--- config.mk ---
export PLATFORM = sky130hd
export DESIGN_NAME = eval_reporter
export DESIGN_NICKNAME = d
export VERILOG_FILES = /design/src/rtl/eval_reporter.sv
export SDC_FILE = /design/constraint.sdc
export NUM_CORES = 1
export LEC_CHECK = 0
export ABC_AREA = 0
export CAP_MARGIN = 20
export CORE_MARGIN = 5
export CORE_UTILIZATION = 57
export DETAILED_ROUTE_END_ITERATION = 12
export GPL_ROUTABILITY_DRIVEN = 0
export PLACE_DENSITY = 0.86
export SYNTH_ARGS = -nofsm -noshare
export SYNTH_HDL_FRONTEND = slang
export SYNTH_SLANG_ARGS = --single-unit
--- constraint.sdc ---
create_clock -name i_clk -period 5.6 [get_ports i_clk]
set_clock_uncertainty 0.1 [all_clocks]
set_input_delay 0.56 -clock i_clk [delete_from_list [all_inputs] [get_ports i_clk]]
set_output_delay 0.56 -clock i_clk [all_outputs]
set_load 0.02 [all_outputs]
--- src/rtl/eval_reporter.sv ---
// Branch/IPC evaluation reporter: queues evaluation records in a small FIFO
// and streams each one as a 3-byte {tag, value_hi, value_lo} message.
module eval_reporter #(
    parameter int         BR_CNT_W   = 10,
    parameter int         IPC_CNT_W  = 10,
    parameter int         FIFO_DEPTH = 4,
    parameter logic [7:0] TAG_BR     = 8'hB5,
    parameter logic [7:0] TAG_IPC    = 8'hC1
) (
    input  logic                            i_clk,
    input  logic                            i_rst_n,
    input  logic                            i_br_eval_upd,
    input  logic [BR_CNT_W-1:0]             i_br_eval,
    input  logic                            i_ipc_eval_upd,
    input  logic [IPC_CNT_W-1:0]            i_ipc_eval,
    output logic [7:0]                      o_tx_data,
    output logic                            o_tx_vld,
    input  logic                            i_tx_rdy,
    output logic [7:0]                      o_drop_cnt,
    output logic [$clog2(FIFO_DEPTH+1)-1:0] o_fifo_cnt
);

    localparam int AW = $clog2(FIFO_DEPTH);
    localparam int CW = $clog2(FIFO_DEPTH + 1);

    typedef struct packed {
        logic        is_ipc;
        logic [15:0] val;
    } rec_t;

    typedef enum logic [1:0] {IDLE, TAG, HI, LO} state_t;

    rec_t          mem [FIFO_DEPTH];
    rec_t          head, hold, br_rec, ipc_rec;
    logic [AW-1:0] wr_ptr, rd_ptr, ipc_idx;
    logic [CW-1:0] count;
    logic [CW:0]   free;
    logic          wr_br, wr_ipc, pop;
    logic [1:0]    n_drop;
    logic [8:0]    drop_sum;
    state_t        state, state_nx;
    logic [7:0]    data_nx;
    logic          vld_nx;

    assign head       = mem[rd_ptr];
    assign br_rec     = '{is_ipc: 1'b0, val: 16'(i_br_eval)};
    assign ipc_rec    = '{is_ipc: 1'b1, val: 16'(i_ipc_eval)};
    assign o_fifo_cnt = count;

    always_comb begin
        pop      = 1'b0;
        state_nx = state;
        data_nx  = o_tx_data;
        vld_nx   = o_tx_vld;
        case (state)
            IDLE: begin
                vld_nx = 1'b0;
                if (count != '0) begin
                    pop      = 1'b1;
                    state_nx = TAG;
                    data_nx  = head.is_ipc ? TAG_IPC : TAG_BR;
                    vld_nx   = 1'b1;
                end
            end
            TAG: if (i_tx_rdy) begin
                state_nx = HI;
                data_nx  = hold.val[15:8];
            end
            HI: if (i_tx_rdy) begin
                state_nx = LO;
                data_nx  = hold.val[7:0];
            end
            LO: if (i_tx_rdy) begin
                if (count != '0) begin
                    pop      = 1'b1;
                    state_nx = TAG;
                    data_nx  = head.is_ipc ? TAG_IPC : TAG_BR;
                end else begin
                    state_nx = IDLE;
                    vld_nx   = 1'b0;
                end
            end
            default: state_nx = IDLE;
        endcase
    end

    // A same-cycle pop frees its slot for incoming writes; branch has priority.
    always_comb begin
        free     = (CW+1)'(FIFO_DEPTH) - {1'b0, count} + (CW+1)'(pop);
        wr_br    = i_br_eval_upd && (free >= (CW+1)'(1));
        wr_ipc   = i_ipc_eval_upd && (free >= (i_br_eval_upd ? (CW+1)'(2) : (CW+1)'(1)));
        ipc_idx  = wr_ptr + AW'(wr_br);
        n_drop   = 2'(i_br_eval_upd && !wr_br) + 2'(i_ipc_eval_upd && !wr_ipc);
        drop_sum = {1'b0, o_drop_cnt} + 9'(n_drop);
    end

    always_ff @(posedge i_clk) begin
        if (wr_br)  mem[wr_ptr]  <= br_rec;
        if (wr_ipc) mem[ipc_idx] <= ipc_rec;
    end

    always_ff @(posedge i_clk or negedge i_rst_n) begin
        if (!i_rst_n) begin
            state      <= IDLE;
            o_tx_data  <= 8'h00;
            o_tx_vld   <= 1'b0;
            hold       <= '0;
            wr_ptr     <= '0;
            rd_ptr     <= '0;
            count      <= '0;
            o_drop_cnt <= '0;
        end else begin
            state     <= state_nx;
            o_tx_data <= data_nx;
            o_tx_vld  <= vld_nx;
            if (pop) begin
                hold   <= head;
                rd_ptr <= rd_ptr + AW'(1);
            end
            wr_ptr     <= wr_ptr + AW'(wr_br) + AW'(wr_ipc);
            count      <= count + CW'(wr_br) + CW'(wr_ipc) - CW'(pop);
            o_drop_cnt <= drop_sum[8] ? 8'hFF : drop_sum[7:0];
        end
    end

endmodule

Word level (Yosys, flattened, before mapping)
Memories as Yosys holds them, arrays and structs flattened. Cells that the tools add are included. W data, S select, Z words.

Memories: 1. Logic and storage cells: 65. Memory bits (writable): 44. Input bits: 25. Output and inout port bits: 20. Register bits: 42.

Memory list: mem (depth 4, bits a word 11, read ports 1, clocked after Yosys merged registers in 0, write ports 2, RTL line 33) `rec_t mem [FIFO_DEPTH];`.

Eq/ne operators: 8. Magnitude comparators: 2. Reduce and logical (&&, ||, !) cells: 12. Mux-type cells: 24. Add/subtract/negate cells: 10.

Operator list (count): $mux W8 (5); $pmux W8 S4 (1); $mux W2 (5); $ne A2 B2 Y1 const B (5); $add A8 B2 Y9 (1); $mux W1 (9); $pmux W2 S4 (1); $mux W7 (1); $add A3 B1 Y3 (2); $reduce_and A3 Y1 (2); $add A2 B1 Y2 (2); $add A4 B1 Y4 (1); $eq A2 B2 Y1 const B (2); $ge A4 B1 Y1 const B (1); $ge A4 B2 Y1 (1); $logic_and A1 B1 Y1 (4); $pmux W1 S2 (2); $reduce_and A4 Y1 (1); $sub A3 B3 Y4 const A (1); $reduce_bool A3 Y1 (1); $sub A3 B1 Y3 (1); $add A1 B1 Y2 (1); $add A2 B1 Y2 const B (1); $eq A2 B1 Y1 const B (1); other kinds (3) (4).

Depth between registers and ports, before layout
Gate-level depths: netlist (run 1).

Depth after elaboration: 12. Gate-level depth with buffers: 20. Mapped depth without buffers: 19.

Worst setup path before layout (run 1)
No wires, ideal clock.

Kind: flip-flop to flip-flop. Start: register state[0]. End: memory mem[1][0] (netlist bit), enable pin. Library setup time: 0.340 ns. Arrival time: 3.745 ns. Stages on the path, launching flop included: 17. Clock period less this slack: 4.185 ns. Required time: 5.160 ns. Path buffers: 3. Path slack: 1.415 ns. Cell sequence: dfrtp_1 inv_1 ha_1 nor3_1 buf_4 inv_1 ha_1 inv_1 ha_1 and4b_4 o22ai_1 buf_2 ha_1 xnor2_1 nand4_1 buf_4 nand2_1.

RTL lines: start, declared (RTL line 41) `state_t state, state_nx;`; start signal, assigned (RTL line 113) `state <= state_nx;`; end, declared (RTL line 33).

==> results.txt, run 1 <==
The flow ran to the end, and the final reports show no timing, DRC or antenna violations. The layout filler cell count came out at 532. In this run the standard cell core region covers about 7300 um2. The starting utilization of the core area came out at slightly below 60%.

The TritonCTS buffer count came out at 9. The tree is rooted in a clkbuf_8. The worst register-to-register path ends at mem[0][9]. Detailed routing inserted a total of between 2000 and 3000 vias. The worst hold path belongs to the class flip-flop to flip-flop. The hold-fix buffer count after cts is 0.

The wire length of the first global-routing pass came out at ~15000 um. Once detailed placement completed, the half-perimeter wirelength came to about 6300 um. The area of the die came out at slightly above 9000 um2. The number of input and output port buffers inserted is 44. The worst hold path cell count is 1. The worst setup path is launched from a flip-flop. The post-route DRC violation count came out at 0. The area growth from synthesis to layout came out at 18.2%. The number of rows created at floorplan came out at 31. The startpoint identified for the worst hold timing path is mem[1][10]. The average footprint of a synthesized cell came out at roughly 13 um2. Ranked by instance count, the synthesized netlist is headed by mux2_2, and3_1, edfxtp_1. The number of nets produced by synthesis came out at between 300 and 400.

Setup violations remaining at the end of the flow were counted as 0. The simple-gate area share of the yosys netlist came out at between 10% and 20%. The analysis attributes to cell leakage a power of 0.00223 uW.

mux2_2 is the most common cell in the netlist. After detailed routing, the average wire length per cell comes to between 15 and 20 um. The worst hold endpoint is mem[1][10]. The synthesized netlist devotes 5.49% of its cell area to adder and majority cells. The transition time at the pin with the least slew margin came out at between 0.8 and 0.9 ns. The final hold violation count came out at 0.

The via count of the first global-routing pass came out at between 3000 and 4000. The post-synthesis sequential area ratio came out at approximately 51%. The multiplexer fraction of the synthesized cell area came out at 19.2%.

The relative slew slack is 42.0%. The commonest register cell after synthesis is edfxtp_1. Adding up every negative setup slack in the final design gives 0 ns. Along the worst path, the maximum fanout reaches 14. The total inserted antenna cells came out at 0.

The share of the synthesized area in the top cell type came out at between 20% and 30%. The sink count of the clock tree came out at 80. By area, the combinational part of the netlist is dominated by multiplexers. The number of enable-type register cells in the synthesized netlist is 40.

The worst IR drop on VDD is around 0.28 mV. At the later pin of the worst-skew pair, clock insertion delay measures ~0.34 ns. The remaining antenna violation count is 0.

The number of distinct standard cells referenced by the synthesized netlist is 45. The netlist area before placement came out at 4280 um2. Yosys attributes the largest share of cell area to edfxtp_1, dfrtp_1, mux2_2. The kind of critical path is flip-flop to flip-flop. The largest net degree at the start of global routing came out at 46.

The number of synthesized register bits came out at 80. The die span in x is between 90 and 100 um. Measured along the y axis, the die boundary spans slightly below 100 um.

After technology mapping, the gate count stands at between 300 and 400. The clock input transition at the sequential cells of the worst setup and hold paths came out at approximately 0.080 ns. The share of layout cells above drive strength 1 is a little under a quarter. For the worst flop-to-flop path, the logic depth is 14. Summed over all instances, the cell type with the most area after synthesis is edfxtp_1. Of all flip-flops after synthesis, the portion carrying an async set or reset was 45.0%. The maximum buffer depth of the clock tree came out at 2. The setup check on the worst reg-to-reg path leaves a slack of ~1.4 ns. Power comes to 3480 uW. Setup repair after global routing left no endpoint under its margin. The max-cap violation count is 0. Summing the areas of all xor and xnor instances in the mapped netlist gives 2.04% of the synthesized area. The max-slew violation count is 0. TritonCTS built the clock tree. The maximum clock frequency came out at approximately 240 MHz.

45 I/O pins were placed. After global routing the overflow that remains totals 0. The count of cells resized by post-cts repair is 0. Summing the areas of all compound-gate instances in the mapped netlist gives around 5.5% of the synthesized area. STA classifies the critical path endpoint as a flip-flop. Wires add up to between 8000 and 9000 um. In this run, the number of DRC markers left after iteration 0 of detailed routing was 167. The worst slack at placement came out at between 1 and 1.5 ns. The final layout contains 425 nets. The count of yosys warnings during synthesis is 0. STA puts the critical path data required time at 5.50 ns. The worst register-to-register path begins at state[0]. The total power per unit cell area is about 700 nW/um2. Using the TritonRoute via totals, the vias-per-cell ratio works out to slightly below 6. The initial antenna violation count is 0. In the post-route analysis, the smallest setup slack over all paths is between 1 and 1.5 ns. The detailed-router iteration count before antenna repair is 4. The global-route usage over all layers is between 10% and 20%. The total number of H-tree levels is 3. The post-route fraction of the period consumed by the critical path came out at between 70% and 80%. The buffer count from post-CTS setup fixing came out at 0. Data on the critical path arrives at its endpoint at 4.10 ns. The routed design could run at a clock period as short as roughly 4.2 ns.
-- area by class of cell --
cell class	count	area [um2]	share of cell area [%]
clock buffer	11	153	3.01
clock inverter	5	100	1.98
inverter	14	52.6	1.04
multi-input combinational	228	1970	38.8
sequential	80	2180	43.1
tap	99	124	2.45
timing repair buffer	50	485	9.59
-- sequential cells by signal, summed over array words and instances (netlist names) --
register    flops
hold           10
mem            44
o_drop_cnt      8
o_fifo_cnt      3
o_tx_data       8
o_tx_vld        1
rd_ptr          2
state           2
wr_ptr          2
-- how the worst max path moves through the flow --
stage | startpoint | to | depth (start not counted)
after CTS | state[1] | mem[0][9] | 14
after detailed placement | i_tx_rdy | mem[0][7] | 14
after global routing | state[1] | mem[0][9] | 15
after global placement | i_tx_rdy | mem[0][6] | 15
after floorplan | state[0] | mem[1][0] | 16
final | state[0] | mem[0][9] | 14
-- per-stage QoR --
stage	cells	cell area (um2)	utilization [%]	hold slack, ns
global route	487	5060	69.4	0.402
floorplan	339	4280	-	0.164
finish	487	5060	69.4	0.372
global placement	471	4810	66.0	0.328
detailed placement	471	4810	66.0	0.353
CTS	487	5060	69.4	0.372
-- critical path: stages (launching register included) --
cell and delay [ns]:
dfrtp_1 0.39, inv_1 0.11, ha_1 0.38, nor3_1 0.21, buf_4 0.25, inv_1 0.06
ha_1 0.19, inv_1 0.07, ha_1 0.18, and4b_4 0.27, o22ai_2 0.10, ha_1 0.38
nor2_1 0.17, nand3_1 0.44, nand2_1 0.54
-- routing by layer --
layer | up-vias | global-route usage [%] | share of wire [%]
met3 | 14 | 3.53 | 4.3
met5 | - | 0 | 0
met1 | 1382 | 25.5 | 43
li1 | 1347 | - | -
met2 | 91 | 33.1 | 51
met4 | 0 | 8.96 | 1.8
-- cell usage in the layout (no fill, tap or decap), drive strengths merged, types with 3 or more instances in the layout --
master / count
ha: 14
clkdlybuf4s50: 44
nand3: 3
clkbuf: 11
edfxtp: 40
nor2: 11
o21ai: 4
nor3: 4
dfrtp: 36
xnor2: 5
nor2b: 6
buf: 6
mux4: 10
nand2b: 3
nand4: 3
and3: 42
fa: 3
nand2: 27
dfxtp: 4
mux2: 52
xor2: 5
bufinv: 3
inv: 15
a21oi: 9
-- cells by family (layout without fill, tap and decap cells) --
family | count (synthesis) | after routing
AND/OR/NAND/NOR | 105 | 105
buffers and inverters | 31 | 80
multiplexers | 63 | 63
adder cells (fa/ha/maj) | 17 | 17
XOR/XNOR | 10 | 10
AO/OA/AOI/OAI | 33 | 33
flip-flops | 80 | 80
-- where the power goes --
part	internal (uW)	switching, uW	leakage, uW
Clock	322	208	0.000127
Combinational	806	917	0.00124
Sequential	1030	191	0.000867
Total	2160	1320	0.00223
Power figures use the tool's default switching activity.
==> run 2: changes to the inputs <==
- clock period: 5.6 -> 4.1 ns (I/O delays scaled with it)
==> results.txt, run 2 (same netlist as run 1, synthesis figures left out) <==
The flow ran to the end, and the final reports show no timing, DRC or antenna violations. The I/O pin count came out at 45 (unchanged). The summed negative setup slack over all endpoints is 0 ns (unchanged). The sum of net half-perimeters after detailed placement is 6780 um (+7.1%). The final hold violation count is 0 (unchanged). The via count of the first global-routing pass is 3182 (+5.2%). Setup repair after global routing left no endpoint under its margin.

The number of input and output port buffers inserted is 44 (unchanged). The buffer count from post-CTS setup fixing is 0 (unchanged). The area of the die is 9350 um2 (unchanged).

The global-route usage over all layers came to 20.8% (+0.88 points). The wire length reported by the detailed router is 9350 um (+4.0%). The hold-fix buffer count after cts is 0 (unchanged).

The post-route fraction of the period consumed by the critical path is 95.4% (+20 points). The worst setup path is launched from a flip-flop. The largest fanout on the critical path came out at 6 (-8). The total power per unit cell area is 929 nW/um2 (+35%). The delay of the slowest critical-path stage is 0.44 ns (-0.10 ns). The share of layout cells above drive strength 1 is 25.2% (+2.3 points). The total congestion overflow after global routing came to 0 (unchanged). The die extent in y is 96.7 um (unchanged). The first-iteration detailed-routing DRC count is 182 (+9.0%).

On the critical path, the stage with the largest delay is an instance of dfrtp_1. In the layout the commonest cells are mux2_2, clkdlybuf4s50_1, and3_1. The clock period minus worst slack came to 3.91 ns (-0.294 ns). The transition time at the pin with the least slew margin is 0.824 ns (-0.0463 ns).

The clock latency of the later-clocked register in the worst-skew pair was 0.35 ns (about the same). The number of standard cells in the final layout excluding fillers is 492 (+1.0%). The critical path data arrival time is 4.09 ns (about the same). The TritonCTS buffer count was 9 (unchanged). The initial antenna violation count came to 0 (unchanged). The maximum buffer depth of the clock tree came out at 2 (unchanged). The critical path is of the flip-flop to flip-flop type.

The kind of cell with the highest combined delay along the critical path is adder cells. The flip-flop count of the largest register after layout was 44 (unchanged). The maximum clock frequency is 256 MHz (+7.5%). The worst IR drop on VDD was 0.356 mV (+27%). The area inside the core boundary came out at 7290 um2 (unchanged). The detailed-route via count came to 2920 (+3.0%). The detailed-router iteration count before antenna repair is 4 (unchanged).

The remaining antenna violation count is 0 (unchanged). The post-placement cell count is 476 (+1.1%). The post-layout net count came to 430 (+1.2%). The total number of H-tree levels came out at 3 (unchanged). The relative slew slack is 45.1% (+3.1 points). The CTS tree is yes. The die span in x came out at 96.7 um (unchanged).

The max-slew violation count is 0 (unchanged). The largest net degree at the start of global routing is 46 (unchanged). Counting stages on the worst path, the most repeated cell is inv_1.

The sink count of the clock tree came out at 80 (unchanged). The signal on the critical path passes through inv_1 -> ha_2 -> nor3_2 -> inv_1 -> ha_1 -> inv_1 -> ha_1 -> ha_1 -> inv_1 -> o221a_4 -> nand2_1 -> fa_1 -> inv_1 -> ha_1 -> and3_1 -> and3_1 -> nand3_2 -> nand2_1. The final routed wire length divided by cell count is 19.0 um (+3.0%). The critical path endpoint category is a flip-flop. The required time at the endpoint of the critical path came out at 4.28 ns (-1.22 ns). The final-report setup violation count was 0 (unchanged). The cell sitting at the root of the clock tree is a clkbuf_8.

The starting utilization of the core area is 58.7% (unchanged). The layout filler cell count is 535 (+0.56%). The total inserted antenna cells came out at 0 (unchanged). The post-route DRC violation count came out at 0 (unchanged). The vias per cell was 5.93 (+2.0%).

The worst min-delay path class is input port to async pin. The buffers plus inverters on the worst setup path is 5 (+1). Counting flops per register, the top entry is mem. The area growth from synthesis to layout is 18.4%. The number of rows created at floorplan came out at 31 (unchanged). The leakage component of the power came out at 0.00223 uW (about the same). In the final layout, the registers with the most flip-flops are mem: 44 flops, hold: 10 flops. The wire length of the first global-routing pass came to 15600 um (+4.1%). The max-cap violation count was 0 (unchanged). The clock input transition at the sequential cells of the worst setup and hold paths is 0.08 ns (about the same).

The leading cell type in the layout, fill and taps excluded is mux2_2.
run 2: worst reg2reg max path, cell delays in order (launching register included):
cell and delay (ns):
dfrtp_1 0.44, inv_1 0.13, ha_2 0.32, nor3_2 0.23
inv_1 0.08, ha_1 0.20, inv_1 0.07, ha_1 0.25
ha_1 0.28, inv_1 0.08, o221a_4 0.21, nand2_1 0.08
fa_1 0.39, inv_1 0.07, ha_1 0.21, and3_1 0.21
and3_1 0.23, nand3_2 0.16, nand2_1 0.12
run 2: cell type report:
cell class / instances / area [um2] / share of cell area [%]
Tap cell: 99 / 124 / 2.44
Inverter: 14 / 52.6 / 1.04
Clock buffer: 11 / 151 / 2.99
Clock inverter: 5 / 55.1 / 1.09
Multi-Input combinational cell: 228 / 1980 / 39.0
Timing Repair Buffer: 55 / 527 / 10.4
Sequential cell: 80 / 2180 / 43.0
run 2: through the flow:
stage / power, uW / hold WS [ns] / worst slack [ns] / util [%] / area, um2
2_1_floorplan: 3340 / 0.0144 / 0.0631 / - / 4290
3_3_place_gp: 3950 / 0.352 / 0.156 / 66.6 / 4850
3_5_place_dp: 4090 / 0.356 / 0.0639 / 66.6 / 4850
4_1_cts: 4700 / 0.381 / 0.149 / 69.4 / 5060
5_1_grt: 5010 / 0.400 / 0.0205 / 69.5 / 5070
6_report: 4710 / 0.374 / 0.189 / 69.5 / 5070
run 2: final timing paths:
path | depth (start not counted) | slack (ns) | start | to
min reg2reg | 2 | 0.38 | o_tx_data[3] | o_tx_data[3]
min | 2 | 0.37 | i_rst_n | o_drop_cnt[6]
max | 18 | 0.19 | state[1] | o_drop_cnt[4]
max reg2reg | 18 | 0.19 | state[1] | o_drop_cnt[4]
min in group i_clk | 2 | 0.38 | o_tx_data[3] | o_tx_data[3]
max in group asynchronous | 2 | 3.19 | i_rst_n | o_tx_data[0]
run 2: where the power goes:
part           leakage (uW)  internal (uW)  total, uW  switching, uW
clock              0.000103            313        598            286
combinational       0.00126           1150       2430           1290
sequential         0.000867           1410       1680            269
total               0.00223           2870       4710           1840
run 2: what timing repair did:
| item | 4_1_cts | 5_1_grt |
|---|---|---|
| endpoints found under the hold margin | 0 | 0 |
| gates resized for setup | 0 | 4 |
| endpoints found under the setup margin | 0 | 7 |
run 2: routing by layer:
| layer | global-route usage [%] | wire (um) | vias up | share of wire, % |
|---|---|---|---|---|
| met2 | 36.7 | 4980 | 89 | 53 |
| met5 | 0 | 0 | - | 0 |
| li1 | - | - | 1351 | - |
| met4 | 9.07 | 86 | 0 | 0.92 |
| met3 | 3.53 | 472 | 11 | 5.0 |
| met1 | 24.9 | 3820 | 1469 | 41 |
==> run 3: changes to the inputs <==
- CORE_MARGIN: 5 -> not set
==> results.txt, run 3 (same netlist as run 1, synthesis figures left out) <==
The post-route fraction of the period consumed by the critical path is 94.1% (-1.3 points). The largest net degree at the start of global routing came out at 45 (-2.2%). The maximum clock frequency came out at 259 MHz (+1.4%). The wire length of the first global-routing pass came out at 14200 um (-9.1%).

The area inside the core boundary is 7250 um2 (-0.53%). The required time at the endpoint of the critical path came to 4.28 ns (about the same). The total congestion overflow after global routing came out at 0 (unchanged).

The register with the highest flop count is mem. The leakage component of the power is 0.00222 uW (-0.55%). The wire length reported by the detailed router came out at 8870 um (-5.1%).

The remaining antenna violation count came out at 0 (unchanged). The run finished with clean final reports. The share of layout cells above drive strength 1 is 25.3% (+0.064 points).

Setup repair after global routing left no endpoint under its margin. Leaving out fill and tap cells, the most frequent cells in the layout are mux2_2, clkdlybuf4s50_1, and3_1. The combinational group share of total power came out at 52.1% (+0.4 points). In the final layout, the registers with the most flip-flops are mem: 44 flops, hold: 10 flops. The detailed-router iteration count before antenna repair is 5 (+1). The flip-flop count of the largest register after layout came out at 44 (unchanged). The kind of critical path is flip-flop to flip-flop. STA classifies the critical path endpoint as a flip-flop. The global-route usage over all layers came out at 24.9% (+4.1 points). The clock period minus worst slack is 3.86 ns (-0.0530 ns). The max-slew violation count is 0 (unchanged). The number of rows created at floorplan came to 31 (unchanged). The sum of net half-perimeters after detailed placement is 6360 um (-6.2%). The worst slack at placement is 0.0690 ns (+0.00512 ns). The final-report setup violation count is 0 (unchanged).

The critical path data arrival time is 4.04 ns (-0.05 ns). The buffer type at the clock tree root is clkbuf_8. The sink count of the clock tree is 80 (unchanged). The clock latency of the later-clocked register in the worst-skew pair came out at 0.35 ns (about the same). The largest fanout on the critical path came to 6 (unchanged).

The final hold violation count is 0 (unchanged). The summed negative setup slack over all endpoints was 0 ns (unchanged). The post-layout utilization of the core was 69.5% (about the same). The least setup slack across all paths after layout came out at 0.242 ns (+0.0530 ns). The TritonCTS buffer count came out at 9 (unchanged).

The die span in x is 88.7 um (-8.3%). The total inserted antenna cells is 0 (unchanged). The hold-fix buffer count after cts was 0 (unchanged). The path class of the tightest hold or removal check is input port to async pin. The clock input transition at the sequential cells of the worst setup and hold paths came to 0.09 ns (about the same). STA classifies the critical path startpoint as a flip-flop. The relative contribution of the clock network to total power is 12.0% (-0.7 points). The maximum buffer depth of the clock tree came out at 2 (unchanged).

The initial antenna violation count came out at 0 (unchanged). The die extent in y is 88.7 um (-8.3%). The transition time at the pin with the least slew margin came out at 0.855 ns (+0.0307 ns). The area of the die came out at 7860 um2 (-16%). The via count of the first global-routing pass is 2852 (-10%). The final routed wire length divided by cell count was 18.1 um (-4.9%).

The net switching share of the total power is 39.4% (+0.33 points). The total number of H-tree levels is 3 (unchanged). The area growth from synthesis to layout came out at 17.7%. The total net switching power is 1830 uW (-0.47%). The total power per unit cell area came out at 922 nW/um2 (-0.70%). The part of the power in registers is 36.0% (+0.4 points). The relative slew slack is 42.9% (-2.2 points). The placed standard-cell area is 4840 um2 (-0.26%). The I/O pin count is 45 (unchanged). The vias per cell came out at 5.84 (-1.6%). The starting utilization of the core area came out at 59.0% (+0.31 points). The post-layout net count came out at 429 (-0.23%). The buffer count from post-CTS setup fixing is 0 (unchanged).

The first-iteration detailed-routing DRC count came out at 159 (-13%). The count of cells resized by post-cts repair is 0 (unchanged). The internal power is 2820 uW (-1.8%).

The detailed-route via count is 2868 (-1.8%). TritonCTS built the clock tree. The worst IR drop on VDD came out at 0.449 mV (+26%). The number of input and output port buffers inserted is 44 (unchanged).

The area of all placed cells without fillers came out at 5040 um2 (-0.62%). The max-cap violation count came out at 0 (unchanged). Leaving out fill and tap cells, the most frequent cell in the layout is mux2_2. The post-route DRC violation count was 0 (unchanged).
## run 3: layout make-up
type,count,area (um2)
clock inverter,5,37.5
tap,99,124
inverter,14,52.6
sequential,80,2180
clock buffer,11,153
fill,501,2210
multi-input combinational,228,1980
timing repair buffer,54,510
## run 3: final timing paths
| kind | from | endpoint | slack (ns) | cells past startpoint |
|---|---|---|---|---|
| worst min-delay path | i_rst_n | hold[1] | 0.04 | 1 |
| max in group asynchronous | i_rst_n | state[1] | 3.32 | 1 |
| min in group i_clk | mem[2][10] | mem[2][10] | 0.36 | 1 |
| worst min register to register | mem[2][10] | mem[2][10] | 0.36 | 1 |
| worst max register to register | state[1] | o_drop_cnt[1] | 0.24 | 18 |
| worst max-delay path | state[1] | o_drop_cnt[1] | 0.24 | 18 |
## run 3: critical path, cell delays in order, from the launching register on
cell and delay (ns):
dfrtp_2 0.45, inv_1 0.12, ha_2 0.32, nor3_2 0.23, inv_1 0.07, ha_1 0.21, inv_1 0.06, ha_1 0.24
ha_1 0.28, inv_1 0.09, o221a_4 0.21, nand2_1 0.07, fa_1 0.38, inv_1 0.07, ha_1 0.19, and3_1 0.21
and3_1 0.21, nand3_2 0.16, nand2b_1 0.12
## run 3: per-layer routing
metal  track usage (%)  vias to the layer above  routed length [um]
met5                 0                        -                   0
met4              13.2                        0                 159
met3              3.64                       17                 447
met2              42.7                       93                4550
met1              30.7                     1409                3710
li1                  -                     1349                   -
## run 3: power by group through the flow
stage	sequential, uW	combinational (uW)	clock (uW)
3_5_place_dp	1690	2390	0
3_3_place_gp	1660	2280	0
4_1_cts	1680	2410	565
5_1_grt	1730	2630	594
2_1_floorplan	1660	1680	0
6_report	1670	2420	556
## run 3: through the flow
stage          total power [uW]  hold slack, ns  std cells
2_1_floorplan              3340          0.0144        339
3_3_place_gp               3950           0.332        475
3_5_place_dp               4080           0.336        475
4_1_cts                    4650          0.0621        491
5_1_grt                    4950          0.0912        491
6_report                   4650          0.0401        491
